**config.mk**
```make
export PLATFORM = sky130hd
export DESIGN_NAME = omsp_tsc_reader_flat
export DESIGN_NICKNAME = d
export VERILOG_FILES = /design/src/rtl/omsp_tsc_reader_if.sv /design/src/rtl/omsp_tsc_reader.sv /design/src/flat_wrapper.sv
export SDC_FILE = /design/constraint.sdc
export NUM_CORES = 1
export LEC_CHECK = 0
export BUFFER_PORTS_ARGS = -buffer_cell sky130_fd_sc_hd__buf_4
export CORE_MARGIN = 5
export CORE_UTILIZATION = 50
export CTS_CLUSTER_SIZE = 40
export DETAILED_ROUTE_END_ITERATION = 8
export GPL_TIMING_DRIVEN = 1
export PLACE_DENSITY = 0.8
export SLEW_MARGIN = 20
export SYNTH_ARGS = -nofsm -noshare
export SYNTH_HDL_FRONTEND = slang
export SYNTH_SLANG_ARGS = --single-unit
```
**constraint.sdc**
```tcl
create_clock -name mclk -period 4.9 [get_ports mclk]
set_input_delay 0.98 -clock mclk [delete_from_list [all_inputs] [get_ports mclk]]
set_output_delay 0.98 -clock mclk [all_outputs]
set_load 0.03 [all_outputs]
```
**src/rtl/omsp_tsc_reader_if.sv**
```systemverilog
// Peripheral-bus bundle between the TSC reader (master) and the bus/arbiter side (slave).
interface omsp_tsc_reader_if;
  logic        per_req;
  logic        per_gnt;
  logic        per_en;
  logic [1:0]  per_we;
  logic [13:0] per_addr;
  logic [15:0] per_din;
  logic [15:0] per_dout;

  modport master (
    output per_req,
    output per_en,
    output per_we,
    output per_addr,
    output per_din,
    input  per_gnt,
    input  per_dout
  );

  modport slave (
    input  per_req,
    input  per_en,
    input  per_we,
    input  per_addr,
    input  per_din,
    output per_gnt,
    output per_dout
  );
endinterface

```
**src/rtl/omsp_tsc_reader.sv**
```systemverilog
// Bus initiator fetching a coherent 64-bit time-stamp from the TSC peripheral.
// Optional macro TSC_READER_DELTA_EN adds tsc_delta (difference to the previous fetch).

module omsp_tsc_reader_chk (
  input logic        mclk,
  input logic        puc_rst,
  input logic        per_req,
  input logic        per_en,
  input logic [1:0]  per_we,
  input logic [13:0] per_addr,
  input logic        tsc_vld,
  input logic        busy
);
  a_en_needs_req: assert property (@(posedge mclk) disable iff (puc_rst) per_en |-> per_req);
  a_idle_bus_quiet: assert property (@(posedge mclk) disable iff (puc_rst)
    !per_en |-> (per_we == 2'b00) && (per_addr == 14'h0000));
  a_vld_needs_busy: assert property (@(posedge mclk) disable iff (puc_rst) tsc_vld |-> busy);
endmodule

module omsp_tsc_reader #(
  parameter logic [14:0] BASE_ADDR = 15'h0100
) (
  input  logic                mclk,
  input  logic                puc_rst,
  input  logic                start,
  output logic                busy,
  output logic [63:0]         tsc_val,
  output logic                tsc_vld,
  input  logic                tsc_ack,
  output logic [63:0]         tsc_delta,
  omsp_tsc_reader_if.master   bus
);

  localparam logic [13:0] BASE_WADDR = BASE_ADDR[14:1];

  typedef enum logic [2:0] {
    ST_IDLE = 3'd0,
    ST_SNAP = 3'd1,
    ST_RD0  = 3'd2,
    ST_RD1  = 3'd3,
    ST_RD2  = 3'd4,
    ST_RD3  = 3'd5,
    ST_DONE = 3'd6
  } state_t;

  state_t      state_r;
  state_t      state_nxt_s;
  state_t      step_nxt_s;
  logic        bus_state_s;
  logic [1:0]  we_req_s;
  logic [1:0]  addr_off_s;
  logic        per_en_s;
  logic [1:0]  per_we_s;
  logic [13:0] per_addr_s;
  logic        done_entry_s;
  logic [47:0] shadow_r;
  logic [63:0] new_val_s;
  logic [63:0] tsc_val_r;
  logic        tsc_vld_r;
  logic        busy_r;

  assign new_val_s = {bus.per_dout, shadow_r};

  // Next-state and bus drive; a bus state only advances in a granted cycle.
  always_comb begin
    state_nxt_s  = state_r;
    step_nxt_s   = ST_IDLE;
    bus_state_s  = 1'b0;
    we_req_s     = 2'b00;
    addr_off_s   = 2'd0;
    per_en_s     = 1'b0;
    per_we_s     = 2'b00;
    per_addr_s   = 14'h0000;
    done_entry_s = 1'b0;

    case (state_r)
      ST_IDLE: begin
        if (start) begin
          state_nxt_s = ST_SNAP;
        end else begin
          state_nxt_s = ST_IDLE;
        end
      end
      ST_SNAP: begin
        bus_state_s = 1'b1;
        we_req_s    = 2'b11;
        addr_off_s  = 2'd0;
        step_nxt_s  = ST_RD0;
      end
      ST_RD0: begin
        bus_state_s = 1'b1;
        addr_off_s  = 2'd0;
        step_nxt_s  = ST_RD1;
      end
      ST_RD1: begin
        bus_state_s = 1'b1;
        addr_off_s  = 2'd1;
        step_nxt_s  = ST_RD2;
      end
      ST_RD2: begin
        bus_state_s = 1'b1;
        addr_off_s  = 2'd2;
        step_nxt_s  = ST_RD3;
      end
      ST_RD3: begin
        bus_state_s = 1'b1;
        addr_off_s  = 2'd3;
        step_nxt_s  = ST_DONE;
      end
      ST_DONE: begin
        if (tsc_ack) begin
          if (start) begin
            state_nxt_s = ST_SNAP;
          end else begin
            state_nxt_s = ST_IDLE;
          end
        end else begin
          state_nxt_s = ST_DONE;
        end
      end
      default: begin
        state_nxt_s = ST_IDLE;
      end
    endcase

    per_en_s = bus_state_s & bus.per_gnt;
    if (per_en_s) begin
      per_we_s     = we_req_s;
      per_addr_s   = BASE_WADDR + {12'h000, addr_off_s};
      state_nxt_s  = step_nxt_s;
      done_entry_s = (state_r == ST_RD3);
    end else begin
      per_we_s     = 2'b00;
      per_addr_s   = 14'h0000;
    end
  end

  // State register.
  always_ff @(posedge mclk or posedge puc_rst) begin
    if (puc_rst) begin
      state_r <= ST_IDLE;
    end else begin
      state_r <= state_nxt_s;
    end
  end

  // Word capture into the shadow; tsc_val only changes as a whole on DONE entry.
  always_ff @(posedge mclk or posedge puc_rst) begin
    if (puc_rst) begin
      shadow_r  <= 48'h0;
      tsc_val_r <= 64'h0;
      tsc_vld_r <= 1'b0;
      busy_r    <= 1'b0;
    end else begin
      if (per_en_s) begin
        case (state_r)
          ST_RD0:  shadow_r[15:0]  <= bus.per_dout;
          ST_RD1:  shadow_r[31:16] <= bus.per_dout;
          ST_RD2:  shadow_r[47:32] <= bus.per_dout;
          default: shadow_r        <= shadow_r;
        endcase
      end
      if (done_entry_s) begin
        tsc_val_r <= new_val_s;
        tsc_vld_r <= 1'b1;
      end else if ((state_r == ST_DONE) && tsc_ack) begin
        tsc_vld_r <= 1'b0;
      end else begin
        tsc_vld_r <= tsc_vld_r;
      end
      busy_r <= (state_nxt_s != ST_IDLE);
    end
  end

`ifdef TSC_READER_DELTA_EN
  logic [63:0] prev_r;
  logic [63:0] tsc_delta_r;

  // Delta against the previous fetch; unsigned subtraction wraps naturally.
  always_ff @(posedge mclk or posedge puc_rst) begin
    if (puc_rst) begin
      prev_r      <= 64'h0;
      tsc_delta_r <= 64'h0;
    end else if (done_entry_s) begin
      tsc_delta_r <= new_val_s - prev_r;
      prev_r      <= new_val_s;
    end else begin
      prev_r      <= prev_r;
      tsc_delta_r <= tsc_delta_r;
    end
  end

  assign tsc_delta = tsc_delta_r;
`else
  assign tsc_delta = 64'h0;
`endif

  assign bus.per_req  = bus_state_s;
  assign bus.per_en   = per_en_s;
  assign bus.per_we   = per_we_s;
  assign bus.per_addr = per_addr_s;
  assign bus.per_din  = 16'h0000;
  assign tsc_val      = tsc_val_r;
  assign tsc_vld      = tsc_vld_r;
  assign busy         = busy_r;

  omsp_tsc_reader_chk u_chk (
    .mclk     (mclk),
    .puc_rst  (puc_rst),
    .per_req  (bus_state_s),
    .per_en   (per_en_s),
    .per_we   (per_we_s),
    .per_addr (per_addr_s),
    .tsc_vld  (tsc_vld_r),
    .busy     (busy_r)
  );

endmodule

```
**src/flat_wrapper.sv**
```systemverilog
// flat-port wrapper written by rule: the top's interface ports become plain ports
module omsp_tsc_reader_flat 
#(
  parameter logic [14:0] BASE_ADDR = 15'h0100
)
  (mclk, puc_rst, start, busy, tsc_val, tsc_vld, tsc_ack, tsc_delta, bus_per_req, bus_per_en, bus_per_we, bus_per_addr, bus_per_din, bus_per_gnt, bus_per_dout);
  omsp_tsc_reader_if bus_i ();
  input  logic mclk;
  input  logic puc_rst;
  input  logic start;
  output logic busy;
  output logic [63:0] tsc_val;
  output logic tsc_vld;
  input  logic tsc_ack;
  output logic [63:0] tsc_delta;
  output wire logic [$bits(bus_i.per_req)-1:0] bus_per_req;
  output wire logic [$bits(bus_i.per_en)-1:0] bus_per_en;
  output wire logic [$bits(bus_i.per_we)-1:0] bus_per_we;
  output wire logic [$bits(bus_i.per_addr)-1:0] bus_per_addr;
  output wire logic [$bits(bus_i.per_din)-1:0] bus_per_din;
  input wire logic [$bits(bus_i.per_gnt)-1:0] bus_per_gnt;
  input wire logic [$bits(bus_i.per_dout)-1:0] bus_per_dout;
  assign bus_per_req = bus_i.per_req;
  assign bus_per_en = bus_i.per_en;
  assign bus_per_we = bus_i.per_we;
  assign bus_per_addr = bus_i.per_addr;
  assign bus_per_din = bus_i.per_din;
  assign bus_i.per_gnt = bus_per_gnt;
  assign bus_i.per_dout = bus_per_dout;
  omsp_tsc_reader #(.BASE_ADDR(BASE_ADDR)) u_core (.mclk(mclk), .puc_rst(puc_rst), .start(start), .busy(busy), .tsc_val(tsc_val), .tsc_vld(tsc_vld), .tsc_ack(tsc_ack), .tsc_delta(tsc_delta), .bus(bus_i));
endmodule
```
==> impl_results.md <==
- I/O Buffers: 93
- Clk_lat worst skew: 500 ps
- Post-CTS setup buffer count: 0
- Layout Nets: 492
- First-pass GRT wire length: 15000 um
- CTS sink cnt: 117
- Routed wire length: 9210 um
- # hold bufs at CTS: 0
- Placed Area: 0.00566 mm2
- Syn avg cell area: 14.0 um2
- Vias per inst: 4.61
- Yosys warnings: 0
- ANT nets after route: 0
- Initial Utilization: 50.9%
- CTS tree: yes
- Reg2reg end: u_core.tsc_val[57]
- Share of cells above drive strength 1: 47.1%
- Max cap viols: 0
- Run status: finished clean
- Area of the multi-input gates: 0.00184 mm2
- Tcrit/Tclk final: 57.7%
- H-tree Lvls: 4
- Reg2reg path depth: 4
- Power density cells: 717 mW/mm2
- Worst slew pin tran: 943 ps
- Routed vias: 2857
- Startpoint types: register
- Max Clock Freq: 0.354 GHz
- Synthesized flop and latch total: 117
- CTS buffer count: 17
- Row cnt: 37
- Reg2reg start: u_core.state_r[0]
- Number of global-route vias before repair: 2990
- Worst-path cell chain: nor2b_2, nor2b_1, buf_4
- Initial antenna violation count: 0
- Crit path max-delay cell type: dfrtp_1
- Clock root cell: clkbuf_8
- Arrival time at the worst endpoint: 1850 ps
- Fin. Hold Viols: 0
- Synth Instances: 374
- Crit Path Class: reg2out
- Buffers & Inverters on Critical Path: 1
- Hold path start: u_core.shadow_r[13]
- CP max FO: 12
- Placed Cells: 588
- Total GRT Usage: 14.9%
- Drt pass-1 iters: 4
- Library cells used by synthesis: 31
- R2R setup slack: 2270 ps
- Total negative slack: 0 ps
- Gpl congestion: 0.756
- Final setup violation count: 0
- Detailed Place HPWL: 6250 um
- CTS Buffer Depth: 2
- Layout Cells excl Fill: 620
- Hold Path Cell Cnt: 1
- Global route overflow: 0
- Reg area: 0.00293 mm2
- Clock Skews: 8.86 ps
- Leakage power: 3.13 nW
- Crit path time final: 2830 ps
- Slew Limit Headroom: 36.9%
- Core Area: 0.0103 mm2
- Num ports: 185
- Worst path top cell family by delay: flip-flops
- Chip width: 112 um
- DR WL/cell: 14.9 um
- ANT cells: 0
- Synth-to-layout area growth: 18.6%
- Full die area: 0.0126 mm2
- Required @ worst endpoint: 3920 ps
- CP peak stage delay: 660 ps
- CTS resizes: 0
- Post-synthesis sequential area ratio: 56.0%
- Largest net degree at the start of global routing: 81
- Maximum VDD drop: 415 uV
- Die Ht: 112 um
- Post-route cell area: 0.00621 mm2
- Worst-path clk slew: 60 ps
- RSZ-0062 raised after global routing: false
- Fill count: 790
- Synth Cell Area: 0.00523 mm2
- DR iter-0 viols: 62
- DRC errors left: 0
- CP Capture Type: output port
- Final Max Tran Viols: 0
- Hold Crit Class: reg2reg
- Worst Hold End: u_core.tsc_val[13]
-- metrics by stage --
step	hold slack, ps	worst slack (ps)	utilization [%]	power, mW
6_report	470	2070	60.4	4.45
5_1_grt	489	1950	60.4	4.70
4_1_cts	480	2030	60.4	4.51
3_5_place_dp	466	2040	55.1	3.37
3_3_place_gp	460	2080	55.1	3.31
2_1_floorplan	452	819	-	2.86
-- synthesized netlist by cell type --
library cell	n	area, um2
mux2_2	95	1070
nand3_2	1	10.0
nor3_4	2	32.5
mux2_1	17	191
xor2_1	1	8.76
and3b_1	1	8.76
inv_2	1	3.75
buf_6	1	11.3
clkbuf_1	1	3.75
nor3_1	1	5.00
conb_1	1	3.75
a32oi_1	1	8.76
a21o_1	1	7.51
o211a_1	1	10.0
buf_1	1	3.75
dfrtp_1	117	2930
nand2b_1	1	6.26
inv_1	2	7.51
buf_2	3	15.0
and2_1	1	6.26
buf_4	101	758
nand3_1	2	10.0
and3_1	2	12.5
a21oi_1	4	20.0
o31ai_1	1	7.51
nor2_1	3	11.3
nand2_1	6	22.5
nand4b_4	1	23.8
nor2b_2	1	8.76
o21ai_0	2	10.0
nor2b_1	1	6.26
-- worst max path at each step --
stage / startpoint / to / slack [ps] / cells after the start
finish: u_core.state_r[0] / bus_per_we[0] / 2070 / 3
global route: u_core.state_r[0] / bus_per_we[0] / 1950 / 3
CTS: u_core.state_r[0] / bus_per_we[0] / 2030 / 3
detailed placement: bus_per_gnt / u_core.tsc_val[57] / 2040 / 4
global placement: bus_per_gnt / u_core.tsc_val[57] / 2080 / 4
floorplan: puc_rst / u_core.busy / 820 / 1
-- sequential cells by signal, summed over array words and instances, names as in the netlist --
| signal | count |
|---|---|
| u_core.tsc_vld | 1 |
| u_core.state_r | 3 |
| u_core.busy | 1 |
| u_core.tsc_val | 64 |
| u_core.shadow_r | 48 |
-- layer usage --
metal	vias up	routed length [um]	GRT usage, %
li1	1289	-	-
met1	1432	3650	17.9
met2	124	4500	23.6
met3	12	955	6.52
met4	0	104	5.61
met5	-	0	0
-- cell type report --
cell class / count / share of cell area, %
Sequential cell: 117 / 47.2
Multi-Input combinational cell: 237 / 29.6
Timing Repair Buffer: 95 / 11.5
Clock buffer: 19 / 6.95
Tap cell: 136 / 2.74
Clock inverter: 13 / 1.75
Inverter: 3 / 0.262
-- where the power goes --
group,total [mW],switching [mW],internal (mW)
logic,1.66,0.941,0.717
registers,1.68,0.271,1.41
clock network,1.11,0.430,0.681
total,4.45,1.64,2.81
-- placed cells by master, fill, tap and decap left out, types with 2 or more instances in the layout --
cell / count
a21oi_1: 4
clkinvlp_4: 3
clkinv_2: 6
dfrtp_1: 117
mux2_1: 17
clkbuf_8: 2
nor3_4: 2
clkinv_4: 2
clkbuf_16: 16
nand2_1: 6
conb_1: 91
and3_1: 2
buf_4: 95
mux2_2: 95
nand3_1: 2
inv_6: 2
nor2_1: 3
o21ai_0: 2
-- cells by family (layout without fill, tap and decap cells) --
kind of cell / after synthesis / count (layout) / share of synthesized area, %
AO/OA/AOI/OAI: 10 / 10 / 1.22
other: 1 / 91 / 0.0717
AND/OR/NAND/NOR: 23 / 23 / 3.13
buffers and inverters: 110 / 130 / 15.4
XOR/XNOR: 1 / 1 / 0.167
flip-flops: 117 / 117 / 56.0
multiplexers: 112 / 112 / 24.1
Power figures use the tool's default switching activity.
